## src/rtl/rf_sequencer.sv

```systemverilog
// rf_sequencer: multi-cycle command sequencer driving an external
// register file through a small ALU (MOV / ADD / AND / MVN).
module rf_sequencer #(
  parameter int WIDTH = 16
) (
  input  logic             clk,
  input  logic             reset_n,
  input  logic             cmd_valid,
  output logic             cmd_ready,
  input  logic [1:0]       cmd_op,
  input  logic [2:0]       cmd_rd,
  input  logic [2:0]       cmd_rn,
  input  logic [2:0]       cmd_rm,
  input  logic [WIDTH-1:0] cmd_imm,
  output logic [2:0]       rf_readnum,
  input  logic [WIDTH-1:0] rf_data_out,
  output logic [2:0]       rf_writenum,
  output logic             rf_write,
  output logic [WIDTH-1:0] rf_data_in,
  output logic             done,
  output logic [2:0]       status
);

  localparam logic [1:0] OP_MOV = 2'b00;
  localparam logic [1:0] OP_ADD = 2'b01;
  localparam logic [1:0] OP_AND = 2'b10;
  localparam logic [1:0] OP_MVN = 2'b11;

  typedef enum logic [2:0] {
    S_IDLE,
    S_LOAD_A,
    S_LOAD_B,
    S_EXEC,
    S_WRITE
  } state_t;

  state_t           r_state;
  state_t           w_next;

  logic [1:0]       r_op;
  logic [2:0]       r_rd;
  logic [2:0]       r_rn;
  logic [2:0]       r_rm;
  logic [WIDTH-1:0] r_imm;
  logic [WIDTH-1:0] r_a;
  logic [WIDTH-1:0] r_b;
  logic [WIDTH-1:0] r_c;
  logic [2:0]       r_status;
  logic             r_done;
  logic [WIDTH-1:0] r_data_in;

  logic             w_accept;
  logic [WIDTH-1:0] w_result;
  logic             w_v;
  logic             w_n;
  logic             w_z;

  assign w_accept = cmd_valid && (r_state == S_IDLE);

  // State register
  always_ff @(posedge clk or negedge reset_n) begin
    if (!reset_n) r_state <= S_IDLE;
    else          r_state <= w_next;
  end

  // Next-state decode; the entry point depends on the incoming opcode
  always_comb begin
    w_next = r_state;
    unique case (r_state)
      S_IDLE: begin
        if (cmd_valid) begin
          unique case (cmd_op)
            OP_MOV:  w_next = S_WRITE;
            OP_MVN:  w_next = S_LOAD_B;
            default: w_next = S_LOAD_A;
          endcase
        end
      end
      S_LOAD_A: w_next = S_LOAD_B;
      S_LOAD_B: w_next = S_EXEC;
      S_EXEC:   w_next = S_WRITE;
      S_WRITE:  w_next = S_IDLE;
      default:  w_next = S_IDLE;
    endcase
  end

  // Moore outputs toward the command port and register file
  always_comb begin
    cmd_ready   = 1'b0;
    rf_readnum  = 3'd0;
    rf_writenum = 3'd0;
    rf_write    = 1'b0;
    unique case (r_state)
      S_IDLE:   cmd_ready  = 1'b1;
      S_LOAD_A: rf_readnum = r_rn;
      S_LOAD_B: rf_readnum = r_rm;
      S_WRITE: begin
        rf_write    = 1'b1;
        rf_writenum = r_rd;
      end
      default: ;
    endcase
  end

  // Command capture, only on an accepted handshake
  always_ff @(posedge clk or negedge reset_n) begin
    if (!reset_n) begin
      r_op  <= OP_MOV;
      r_rd  <= 3'd0;
      r_rn  <= 3'd0;
      r_rm  <= 3'd0;
      r_imm <= '0;
    end else if (w_accept) begin
      r_op  <= cmd_op;
      r_rd  <= cmd_rd;
      r_rn  <= cmd_rn;
      r_rm  <= cmd_rm;
      r_imm <= cmd_imm;
    end
  end

  // ALU and flag computation from the operand registers
  always_comb begin
    w_result = '0;
    w_v      = 1'b0;
    unique case (r_op)
      OP_ADD: begin
        w_result = r_a + r_b;
        w_v = (r_a[WIDTH-1] == r_b[WIDTH-1]) &&
              (w_result[WIDTH-1] != r_a[WIDTH-1]);
      end
      OP_AND:  w_result = r_a & r_b;
      OP_MVN:  w_result = ~r_b;
      default: w_result = '0;
    endcase
    w_n = w_result[WIDTH-1];
    w_z = (w_result == '0);
  end

  // Operand and result registers; status moves only on EXEC
  always_ff @(posedge clk or negedge reset_n) begin
    if (!reset_n) begin
      r_a      <= '0;
      r_b      <= '0;
      r_c      <= '0;
      r_status <= 3'b000;
    end else begin
      if (r_state == S_LOAD_A) r_a <= rf_data_out;
      if (r_state == S_LOAD_B) r_b <= rf_data_out;
      if (r_state == S_EXEC) begin
        r_c      <= w_result;
        r_status <= {w_n, w_v, w_z};
      end
    end
  end

  // Write data is loaded on the edge entering WRITE and then held
  always_ff @(posedge clk or negedge reset_n) begin
    if (!reset_n) begin
      r_data_in <= '0;
    end else if (w_accept && cmd_op == OP_MOV) begin
      r_data_in <= cmd_imm;
    end else if (r_state == S_EXEC) begin
      r_data_in <= w_result;
    end
  end

  // Completion pulse in the cycle following WRITE
  always_ff @(posedge clk or negedge reset_n) begin
    if (!reset_n) r_done <= 1'b0;
    else          r_done <= (r_state == S_WRITE);
  end

  assign rf_data_in = r_data_in;
  assign done       = r_done;
  assign status     = r_status;

endmodule

```

## config.mk

```make
export PLATFORM = sky130hd
export DESIGN_NAME = rf_sequencer
export DESIGN_NICKNAME = d
export VERILOG_FILES = /design/src/rtl/rf_sequencer.sv
export SDC_FILE = /design/constraint.sdc
export NUM_CORES = 1
export LEC_CHECK = 0
export CORE_ASPECT_RATIO = 1.5
export CORE_MARGIN = 2
export CORE_UTILIZATION = 47
export DETAILED_ROUTE_END_ITERATION = 16
export HOLD_SLACK_MARGIN = 0.02
export PLACE_DENSITY = 0.77
export SYNTH_ARGS = -nofsm -noshare
export SYNTH_HDL_FRONTEND = slang
export SYNTH_SLANG_ARGS = --single-unit
```

## constraint.sdc

```tcl
create_clock -name clk -period 2.7 [get_ports clk]
set_clock_uncertainty 0.05 [all_clocks]
set_input_delay 0.54 -clock clk [delete_from_list [all_inputs] [get_ports clk]]
set_output_delay 0.54 -clock clk [all_outputs]
set_load 0.02 [all_outputs]
```

After elaboration in Yosys (flattened, before gate mapping)
Index checks and enable logic that the tools add are counted.

word-level totals
  input bits = 46
  register bits after elaboration = 66
  logic and storage cells = 42

operators by class
  eq/ne operators = 11
  reductions and logical operators = 7
  bitwise gates (word level) = 2
  add/subtract/negate cells = 1
  muxes and demuxes = 11

operators with widths
  kind                                                  count
  one-hot mux 16 bit (3 select lines)                   1
  2-to-1 mux 16 bit                                     2
  adder 16 bit                                          1
  AND 16 bit                                            1
  zero test 16 bit                                      1
  NOT 16 bit                                            1
  one-hot mux 3 bit (2 select lines)                    2
  one-hot mux 3 bit (4 select lines)                    1
  equality test 2 bit (second input constant)           3
  equality test 3 x 2 -> 1 bit (second input constant)  2
  2-to-1 mux 3 bit                                      2
  equality test 3 x 1 -> 1 bit (second input constant)  1
  equality test 3 bit (second input constant)           1
  logical AND 1 bit                                     3
  zero test 3 bit                                       1
  2-to-1 mux 1 bit                                      3
  equality test 2 x 1 -> 1 bit (second input constant)  1
  zero test 2 bit                                       1
  != test 2 bit (second input constant)                 1
  nonzero test 2 bit                                    1
  equality test 1 bit                                   1
  != test 1 bit                                         1

Depth between registers and ports, before layout
Gate-level depths: netlist of run 1.

  word-level depth = 4
  gate-level depth with buffers = 10
  depth with buffers taken out = 10

Least setup slack after synthesis of run 1
OpenSTA, ideal clock, no wires.

  path type = flip-flop to flip-flop
  start point = register r_a[0]
  end point = register r_data_in[14] (netlist: rf_data_in[14])
  path slack = 0.164 ns
  data arrival time = 2.368 ns
  library setup time = 0.118 ns
  data required time = 2.532 ns
  cell stages (with the launch flop) = 11
  cells stage by stage = dfrtp_1 ha_1 fa_1 a211oi_4 o21bai_2 o22ai_4 o211ai_1 a31oi_1 xor2_1 o21ai_0 a21o_1

on the way
  word-level cells in the longest chain between the ends = 4

ends and longest elaborated chain
  item                                 line  source
  start, declared                      45    logic [WIDTH-1:0] r_a;
  start signal, assigned               148   if (r_state == S_LOAD_A) r_a <= rf_data_out;
  adder 16 bit                         128   w_result = r_a + r_b;
  one-hot mux 16 bit (3 select lines)  126   unique case (r_op)
  2-to-1 mux 16 bit                    163   end else if (r_state == S_EXEC) begin
  2-to-1 mux 16 bit                    161   end else if (w_accept && cmd_op == OP_MOV) begin
  end signal, assigned                 162   r_data_in <= cmd_imm;
  end signal, assigned                 164   r_data_in <= w_result;
  end, declared                        50    logic [WIDTH-1:0] r_data_in;

Every way passes these cells. The select of a mux whose other input is x is not followed.
A chain may end at the register's enable or synchronous reset.

Final worst setup path of run 1
  start point = register r_b[0]
  end point = register r_status[0] (netlist: status[0])

on the way
  word-level cells in the longest chain between the ends = 3
  elaborated cells between the ends (all ways) = 5
  classes of those cells = 1 x add/sub; 1 x mux; 2 x bitwise; 1 x reduce/logical

ends and longest elaborated chain
  item                                     line  source
  start, declared                          46    logic [WIDTH-1:0] r_b;
  start signal, assigned                   149   if (r_state == S_LOAD_B) r_b <= rf_data_out;
  adder 16 bit (tied with other cells)     128
  one-hot mux 16 bit (3 select lines) (*)  126
  zero test 16 bit (*)                     137   w_z = (w_result == '0);
  end signal, assigned                     152   r_status <= {w_n, w_v, w_z};
  end, declared                            48    logic [2:0] r_status;

Mark *: on every way between the ends. The rest lies on a longest branch, timed or not.

==> results.sh, run 1 <==
export IMPL_outcome="finished, violations left"
export IMPL_violations="negative setup slack"
export IMPL_num_io_pins=74
export IMPL_first_iter_violations=181
export IMPL_cts_max_level=3
export IMPL_cp_max_fo=4
export IMPL_synthAdderAreaFrac=0.0654
export IMPL_yosys_warnings=0
export IMPL_endpoint_kind="register"
export IMPL_synthXorXnorAreaFrac=0.0164
export IMPL_placementRows=39
export IMPL_maxCapViolCount=0
export IMPL_dp_hpwl_mm=6.96
export IMPL_cp_cell_sequence="ha_4 -> fa_2 -> a211oi_4 -> o21bai_2 -> o22ai_4 -> o211ai_1 -> a31oi_1 -> xor2_1 -> o211ai_1 -> o31ai_2"
export IMPL_drtAntennaViolNets=0
export IMPL_grt_overflow=0
export IMPL_die_y_microns=113
export IMPL_vias_per_cell=5.75
export IMPL_cts_tree="done"
export IMPL_setup_viol=1
export IMPL_max_slew_margin_rel=0.547
export IMPL_arrival_ps=2900
export IMPL_wl_per_cell_microns=17.6
export IMPL_grt_antenna_before_repair=0
export IMPL_totalWireLength_mm=9.38
export IMPL_placed_area_sq_mm=0.00464
export IMPL_cpMostUsedCell="o211ai_1"
export IMPL_grt_pass1_wl_mm=15.4
export IMPL_cp_slowest_cell="dfrtp_1"
export IMPL_p_per_area_mw_per_mm2=1490
export IMPL_die_x_microns=76.9
export IMPL_worst_path_buf_inv=0
export IMPL_grt_max_degree=30
export IMPL_synth_cell_types=58
export IMPL_clockBufferDepth=2
export IMPL_die_area_sq_mm=0.00872
export IMPL_gp_congestion=0.920
export IMPL_drtPass1Iterations=5
export IMPL_path_clk_slew_ps=50
export IMPL_antenna_diode_count=0
export IMPL_clkSinkCount=66
export IMPL_yosysSeqAreaShare=0.441
export IMPL_start_kind="register"
export IMPL_holdWs_ps=203
export IMPL_ys_seq_elements=66
export IMPL_critPathKind="register to register"
export IMPL_clkLatencyLatePin_ps=330
export IMPL_min_path_type="input pin to async pin"
export IMPL_cts_root_buf="clkbuf_16"
export IMPL_maxClockFrequency_mhz=369
export IMPL_yosysTopAreaCell="dfrtp_1"
export IMPL_core_area_sq_mm=0.00766
export IMPL_layout_setup_ws_ps=-13.7
export IMPL_initial_utilization=0.489
export IMPL_synth_edf_count=0
export IMPL_ys_flop_type="dfrtp_1"
export IMPL_p_leak_nw=2.12
export IMPL_vias=3068
export IMPL_synth_avg_cell_area_sq_um=10.8
export IMPL_synth_top_cell_area_share=0.441
export IMPL_io_buffers=73
export IMPL_synth_area_leaders="dfrtp_1, mux2_2, ha_1"
export IMPL_cts_buffers=9
export IMPL_finalPower_mw=7.42
export IMPL_fin_nets=494
export IMPL_design_area_sq_mm=0.00498
export IMPL_synthCells=347
export IMPL_synth_most_common_cell="dfrtp_1"
export IMPL_crit_reg2reg_launch="r_b[0]"
export IMPL_r2r_end="status[0]"
export IMPL_async_flop_share=1.00
export IMPL_synth_top_family_by_area="compound AO/OA/AOI/OAI gates"
export IMPL_grtUsageTotal=0.227
export IMPL_grt_setup_unrepaired="true"
export IMPL_synth_simple_gate_area_frac=0.112
export IMPL_required_ps=2890
export IMPL_period_minus_slack_ps=2710
export IMPL_ir_drop_uv=617
export IMPL_tightest_slew_ps=680
export IMPL_rrSetupSlack_ps=-10
export IMPL_slowest_delay_ps=410
export IMPL_synth_mux_area_frac=0.140
export IMPL_drv_slew=0
export IMPL_synth_compound_area_frac=0.197
export IMPL_synth_area_sq_mm=0.00375
export IMPL_finalCritPeriodShare=1.01
export IMPL_hold_violations=0
export IMPL_hold_buffers=0
export IMPL_syn_num_nets=412
export IMPL_drive_gt1_frac=0.225
export IMPL_synthTopCellsByCount="dfrtp_1, mux2_2, nand2_1"
export IMPL_crit_family="compound AO/OA/AOI/OAI gates"
export IMPL_grt_pass1_vias=3250
export IMPL_syn_to_final_growth_pct=33.0
export IMPL_drc=0
export IMPL_rr_worst_depth=10
-- how the worst max path moves through the flow --
stage,from,to,depth (start not counted),slack [ps]
final,r_b[0],status[0],10,-10
after global routing,r_b[0],status[0],10,-150
after CTS,r_state[2],rf_writenum[2],3,4
after detailed placement,r_a[0],status[0],10,-70
after global placement,r_b[0],status[0],10,40
after floorplan,r_a[0],rf_data_in[14],10,160
-- cells by family after synthesis --
group,Yosys count
simple gates,86
xor+xnor,7
buf+inv,23
mux,47
fa+ha+maj,19
compound gates,99
flops,66
-- sequential cells by signal, summed over array words and instances (netlist names) --
register and flops:
rf_data_in 16, r_op 2, r_state 3, r_rd 3, r_rm 3, done 1, r_rn 3, status 3
r_a 16, r_b 16
-- worst reg2reg max path, cell delays in order, from the launching register on --
cell      delay, ps
dfrtp_1         410
ha_4            190
fa_2            420
a211oi_4        300
o21bai_2        130
o22ai_4         260
o211ai_1        130
a31oi_1         200
xor2_1          190
o211ai_1        120
o31ai_2         230
-- metrics by stage --
step,util,TNS (ps),setup slack (ps),instances
floorplan,-,0,164,347
global placement,0.606,0,42.2,519
detailed placement,0.606,-74.4,-65.1,519
CTS,0.644,0,4.22,533
global route,0.650,-310,-150,534
finish,0.650,-13.7,-13.7,534
-- cells in the final DEF, fill, tap and decap left out, types with 3 or more instances in the layout --
cell type and n:
dfrtp_1 66, o211ai_1 7, inv_1 6, ha_1 17
nor2_1 20, buf_4 14, a21oi_1 20, xor2_1 4
xnor2_1 3, mux2_2 43, a21o_1 5, nand4_1 3
clkbuf_16 9, and3_1 3, a211oi_1 3, o21ai_0 17
a22o_1 5, nor3_1 7, clkdlybuf4s50_1 72, nand2_1 29
a22oi_1 7, mux2i_1 3, nor3b_2 3, a221o_1 7
and2_1 7
-- power breakdown --
group | internal [mW] | switching (mW) | total [mW]
clock | 0.749 | 0.386 | 1.14
combinational | 2.08 | 2.35 | 4.43
sequential | 1.47 | 0.380 | 1.85
-- metal layers --
metal  vias up  global-route usage  wire [microns]
met1      1508               0.267            3820
met4         0              0.0982             194
met2        94               0.399            4960
met5         -                   0               0
li1       1449                   -               -
met3        17              0.0455             410
-- final cells by class --
cell class	instances	area, sq um
Fill cell	624	2680
Inverter	6	22.5
Sequential cell	66	1650
Clock inverter	3	40.0
Tap cell	102	128
Clock buffer	11	253
Multi-Input combinational cell	258	2040
Timing Repair Buffer	88	851
-- timing repair --
action,CTS,global route
hold endpoints to repair,0,0
buffers inserted,0,1
resized for setup,1,7
pin swaps,1,7
endpoints found under the setup margin,2,7
No activity file was read; power rests on OpenSTA's default activity.
==> run 2, diff against run 1 <==
CORE_ASPECT_RATIO = 1.75   (was 1.5)
==> results.sh, run 2 (same netlist as run 1, synthesis figures left out) <==
export IMPL_grt_overflow=0
export IMPL_totalWireLength_mm=9.29
export IMPL_finalPower_mw=7.52
export IMPL_die_x_microns=71.5
export IMPL_cts_root_buf="clkbuf_16"
export IMPL_final_common_cell="clkdlybuf4s50_1"
export IMPL_initial_utilization=0.477
export IMPL_tightest_slew_ps=666
export IMPL_cp_slowest_cell="clkdlybuf4s50_1"
export IMPL_pwr_share_comb=0.594
export IMPL_arrival_ps=1990
export IMPL_maxCapViolCount=0
export IMPL_power_switching_mw=3.16
export IMPL_startpoint="r_state[2]"
export IMPL_start_kind="register"
export IMPL_rr_worst_depth=10
export IMPL_vias_per_cell=5.91
export IMPL_outcome="finished, final reports clean"
export IMPL_slowest_delay_ps=600
export IMPL_syn_to_final_growth_pct=33.4
export IMPL_cp_cell_sequence="nor3b_4 -> a22o_1 -> clkdlybuf4s50_1"
export IMPL_grt_pass1_wl_mm=15.1
export IMPL_swShare=0.420
export IMPL_grt_pass1_vias=3121
export IMPL_grt_antenna_before_repair=0
export IMPL_max_slew_margin_rel=0.555
export IMPL_drtAntennaViolNets=0
export IMPL_maxClockFrequency_mhz=388
export IMPL_fin_nets=495
export IMPL_critPathKind="register to output port"
export IMPL_critPathCapture="rf_readnum[0]"
export IMPL_endpoint_kind="output port"
export IMPL_path_depth=3
export IMPL_design_area_sq_mm=0.00500
export IMPL_grt_max_degree=36
export IMPL_final_cell_mix="clkdlybuf4s50_1, dfrtp_1, mux2_2"
export IMPL_die_y_microns=122
export IMPL_grtUsageTotal=0.224
export IMPL_cts_max_level=3
export IMPL_first_iter_violations=183
export IMPL_min_path_type="input pin to async pin"
export IMPL_vias=3095
export IMPL_p_leak_nw=2.13
export IMPL_drive_gt1_frac=0.228
export IMPL_clkLatencyLatePin_ps=330
export IMPL_required_ps=2110
export IMPL_path_clk_slew_ps=50
export IMPL_pwr_share_clk=0.157
export IMPL_gp_congestion=0.878
export IMPL_finalCritPeriodShare=0.955
export IMPL_wl_per_cell_microns=17.7
export IMPL_grt_setup_unrepaired="true"
export IMPL_hold_violations=0
export IMPL_cp_max_fo=8
export IMPL_cts_buffers=9
export IMPL_internal_power_mw=4.36
export IMPL_worst_path_buf_inv=1
export IMPL_clockBufferDepth=2
export IMPL_antenna_diode_count=0
export IMPL_drc=0
export IMPL_crit_reg2reg_launch="r_b[0]"
export IMPL_die_area_sq_mm=0.00873
export IMPL_dp_hpwl_mm=6.97
export IMPL_num_io_pins=74
export IMPL_pwr_share_seq=0.249
export IMPL_core_area_sq_mm=0.00786
export IMPL_crit_family="buffers and inverters"
export IMPL_utilization=0.636
export IMPL_ir_drop_uv=672
export IMPL_p_per_area_mw_per_mm2=1500
export IMPL_placementRows=43
export IMPL_drtPass1Iterations=4
export IMPL_rrSetupSlack_ps=130
export IMPL_drv_slew=0
export IMPL_io_buffers=73
export IMPL_clkSinkCount=66
export IMPL_placed_area_sq_mm=0.00461
export IMPL_cts_tree="done"
export IMPL_period_minus_slack_ps=2580
export IMPL_r2r_end="status[0]"
export IMPL_setup_viol=0
run 2: changes by cell type in the layout (fill, tap and decap cells not counted), moves of 2 or more:
cell / before / now
buf_4: 14 / 16
nor3b_2: 3 / 0
dfrtp_2: 0 / 2
dfrtp_1: 66 / 64
nor3b_4: 0 / 3
run 2: what timing repair did:
action                     4_1_cts  5_1_grt
setup endpoints to repair        5        6
hold endpoints to repair         0        0
buffers inserted                 0        3
hold buffers                     0        0
cloned                           0        0
gates resized for setup          2       11
pin swaps                        0        4
run 2: worst min path at each step:
stage / to / slack (ps)
2_1_floorplan: done / 190
3_3_place_gp: status[1] / 410
3_5_place_dp: status[1] / 420
4_1_cts: r_a[12] / 200
5_1_grt: r_a[12] / 220
6_report: r_a[10] / 180
run 2: power by group through the flow:
stage | combinational [mW] | sequential (mW) | clock, mW
finish | 4.47 | 1.87 | 1.18
global route | 4.86 | 1.95 | 1.25
CTS | 4.33 | 1.85 | 1.20
detailed placement | 4.28 | 1.85 | 0
global placement | 4.21 | 1.82 | 0
floorplan | 3.02 | 1.85 | 0
run 2: per-stage QoR:
step                setup slack [ps]  hold WS (ps)  setup TNS, ps  cells
floorplan                        164           194              0    347
global placement                9.80           415              0    506
detailed placement             -51.9           422          -89.1    506
CTS                            0.199           197              0    521
global route                   -45.4           218          -50.5    524
finish                           122           181              0    524
run 2: per-layer routing:
layer | global-route usage | wire [microns] | up-vias
met5 | 0 | 0 | -
met2 | 0.399 | 5120 | 84
met3 | 0.0397 | 358 | 16
met1 | 0.259 | 3610 | 1543
met4 | 0.0932 | 200 | 0
li1 | - | - | 1452
run 2: final cells by class:
type	instances	area (sq um)
repair buffers	89	846
flip-flops and latches	66	1650
fillers	628	2860
multi-input cells	258	2060
inverters	6	22.5
clock buffers	13	270
well taps	90	113
clock inverters	2	35.0
==> run 3, diff against run 2 <==
ABC_AREA = 1   (was default)
CORE_UTILIZATION = 48   (was 47)
==> results.sh, run 3 <==
export IMPL_final_cell_mix="nand2_1, inv_1, clkdlybuf4s50_1"
export IMPL_synthCells=548
export IMPL_clkSinkCount=66
export IMPL_die_x_microns=73.2
export IMPL_swShare=0.456
export IMPL_cp_max_fo=8
export IMPL_drc=0
export IMPL_power_switching_mw=3.06
export IMPL_ir_drop_uv=719
export IMPL_syn_num_nets=613
export IMPL_clkLatencyLatePin_ps=330
export IMPL_pwr_share_comb=0.561
export IMPL_grt_setup_unrepaired="false"
export IMPL_rr_worst_depth=15
export IMPL_synth_edf_count=0
export IMPL_p_leak_nw=2.61
export IMPL_nFillCells=733
export IMPL_ys_flop_type="dfrtp_1"
export IMPL_drive_gt1_frac=0.0912
export IMPL_grt_antenna_before_repair=0
export IMPL_p_per_area_mw_per_mm2=1310
export IMPL_synth_avg_cell_area_sq_um=7.35
export IMPL_grt_pass1_vias=3803
export IMPL_pwr_share_seq=0.266
export IMPL_wl_per_cell_microns=13.4
export IMPL_dp_hpwl_mm=7.42
export IMPL_maxClockFrequency_mhz=391
export IMPL_r2r_end="status[0]"
export IMPL_yosysSeqAreaShare=0.410
export IMPL_yosysTopAreaCell="dfrtp_1"
export IMPL_hold_buffers=0
export IMPL_ys_seq_elements=66
export IMPL_die_y_microns=125
export IMPL_path_clk_slew_ps=50
export IMPL_critPathKind="register to output port"
export IMPL_start_kind="register"
export IMPL_io_buffers=73
export IMPL_period_minus_slack_ps=2560
export IMPL_cts_tree="done"
export IMPL_hold_violations=0
export IMPL_async_flop_share=1.00
export IMPL_gp_congestion=0.915
export IMPL_clockBufferDepth=2
export IMPL_final_common_cell="nand2_1"
export IMPL_setup_viol=0
export IMPL_core_area_sq_mm=0.00820
export IMPL_cts_root_buf="clkbuf_16"
export IMPL_grtUsageTotal=0.228
export IMPL_initial_utilization=0.491
export IMPL_finalCritPeriodShare=0.947
export IMPL_tightest_slew_ps=950
export IMPL_maxCapViolCount=0
export IMPL_grt_pass1_wl_mm=16.5
export IMPL_synthTopCellsByCount="nand2_1, inv_1, dfrtp_1"
export IMPL_fin_nets=685
export IMPL_synth_cell_types=34
export IMPL_vias_per_cell=5.21
export IMPL_synth_area_sq_mm=0.00403
export IMPL_vias=3732
export IMPL_drv_slew=0
export IMPL_max_slew_margin_rel=0.365
export IMPL_grt_overflow=0
export IMPL_pwr_share_clk=0.173
export IMPL_rrSetupSlack_ps=430
export IMPL_cts_buffers=9
export IMPL_totalWireLength_mm=9.60
export IMPL_synth_area_leaders="dfrtp_1, nand2_1, inv_1"
export IMPL_required_ps=2110
export IMPL_endpoint_kind="output port"
export IMPL_antenna_diode_count=0
export IMPL_crit_reg2reg_launch="r_b[0]"
export IMPL_drtPass1Iterations=4
export IMPL_arrival_ps=1970
export IMPL_finalPower_mw=6.72
export IMPL_drtAntennaViolNets=0
export IMPL_synth_top_cell_area_share=0.410
export IMPL_yosys_warnings=0
export IMPL_first_iter_violations=167
export IMPL_min_path_type="input pin to async pin"
export IMPL_cts_max_level=3
export IMPL_grt_max_degree=34
export IMPL_outcome="finished, final reports clean"
export IMPL_die_area_sq_mm=0.00916
export IMPL_num_io_pins=74
export IMPL_fin_tns_setup_ps=0
export IMPL_placementRows=44
export IMPL_synth_most_common_cell="nand2_1"
export IMPL_internal_power_mw=3.66
export IMPL_syn_to_final_growth_pct=27.1
==> run 3: cell types whose count changed after synthesis, sizes merged, moves of 8 or more <==
cell   delta
mux2     -37
nor2     +23
inv      +75
nand3    +41
nand2   +154
o21ai    +23
nor3      -8
==> run 3: timing repair <==
| action | in CTS | in global routing |
|---|---|---|
| buffers inserted | 0 | 0 |
| gates resized for setup | 0 | 2 |
| endpoints found under the hold margin | 0 | 0 |
| endpoints found under the setup margin | 0 | 3 |
==> run 3: final cells by class <==
| cell class | instances | area (sq um) | area share |
|---|---|---|---|
| multi-input cells | 386 | 1990 | 0.390 |
| flip-flops and latches | 66 | 1650 | 0.323 |
| repair buffers | 76 | 751 | 0.147 |
| inverters | 81 | 307 | 0.0599 |
| clock buffers | 14 | 264 | 0.0516 |
| well taps | 92 | 115 | 0.0225 |
| clock inverters | 2 | 35.0 | 0.00685 |
==> run 3: metal layers <==
metal,track usage,vias up,share of wire
li1,-,1886,-
met1,0.259,1718,0.40
met2,0.385,109,0.53
met3,0.0516,19,0.043
met4,0.120,0,0.032
met5,0,-,0
==> run 3: power groups by stage <==
stage | combinational [mW] | sequential, mW | clock [mW]
floorplan | 2.65 | 1.83 | 0
global placement | 3.63 | 1.78 | 0
detailed placement | 3.72 | 1.80 | 0
CTS | 3.76 | 1.79 | 1.18
global route | 4.27 | 1.85 | 1.22
finish | 3.77 | 1.79 | 1.16
==> run 3: worst max-delay path by stage <==
stage                          end  slack (ps)       start  cells past startpoint
floorplan           rf_writenum[0]         670  r_state[1]                      6
global placement    rf_writenum[1]         470  r_state[1]                      6
detailed placement  rf_data_in[10]         410   cmd_op[0]                      8
CTS                 rf_writenum[1]          50  r_state[1]                      6
global route        rf_writenum[0]           9  r_state[1]                      6
finish              rf_writenum[2]         140  r_state[1]                      6
==> run 3: logic make-up after synthesis <==
family | synth area share
buf+inv | 0.0951
xor+xnor | 0.00218
mux | 0.0168
simple gates | 0.304
flops | 0.410
compound gates | 0.110
fa+ha+maj | 0.0609
==> run 3: through the flow <==
step / util / worst slack (ps) / cell area (sq um) / hold WS (ps) / cells
after detailed placement: 0.587 / 412 / 4810 / 419 / 701
after CTS: 0.623 / 48.4 / 5110 / 162 / 717
after floorplan: - / 668 / 4030 / 194 / 548
after global routing: 0.624 / 8.57 / 5120 / 178 / 717
after global placement: 0.587 / 465 / 4810 / 414 / 701
final: 0.624 / 144 / 5120 / 143 / 717
==> run 3: critical path, stage by stage (launching register included) <==
cell and delay, ps:
dfrtp_1 460, nor2_2 180, inv_2 70, nor2_2 140, inv_1 80, nor2_1 90, clkdlybuf4s50_1 610
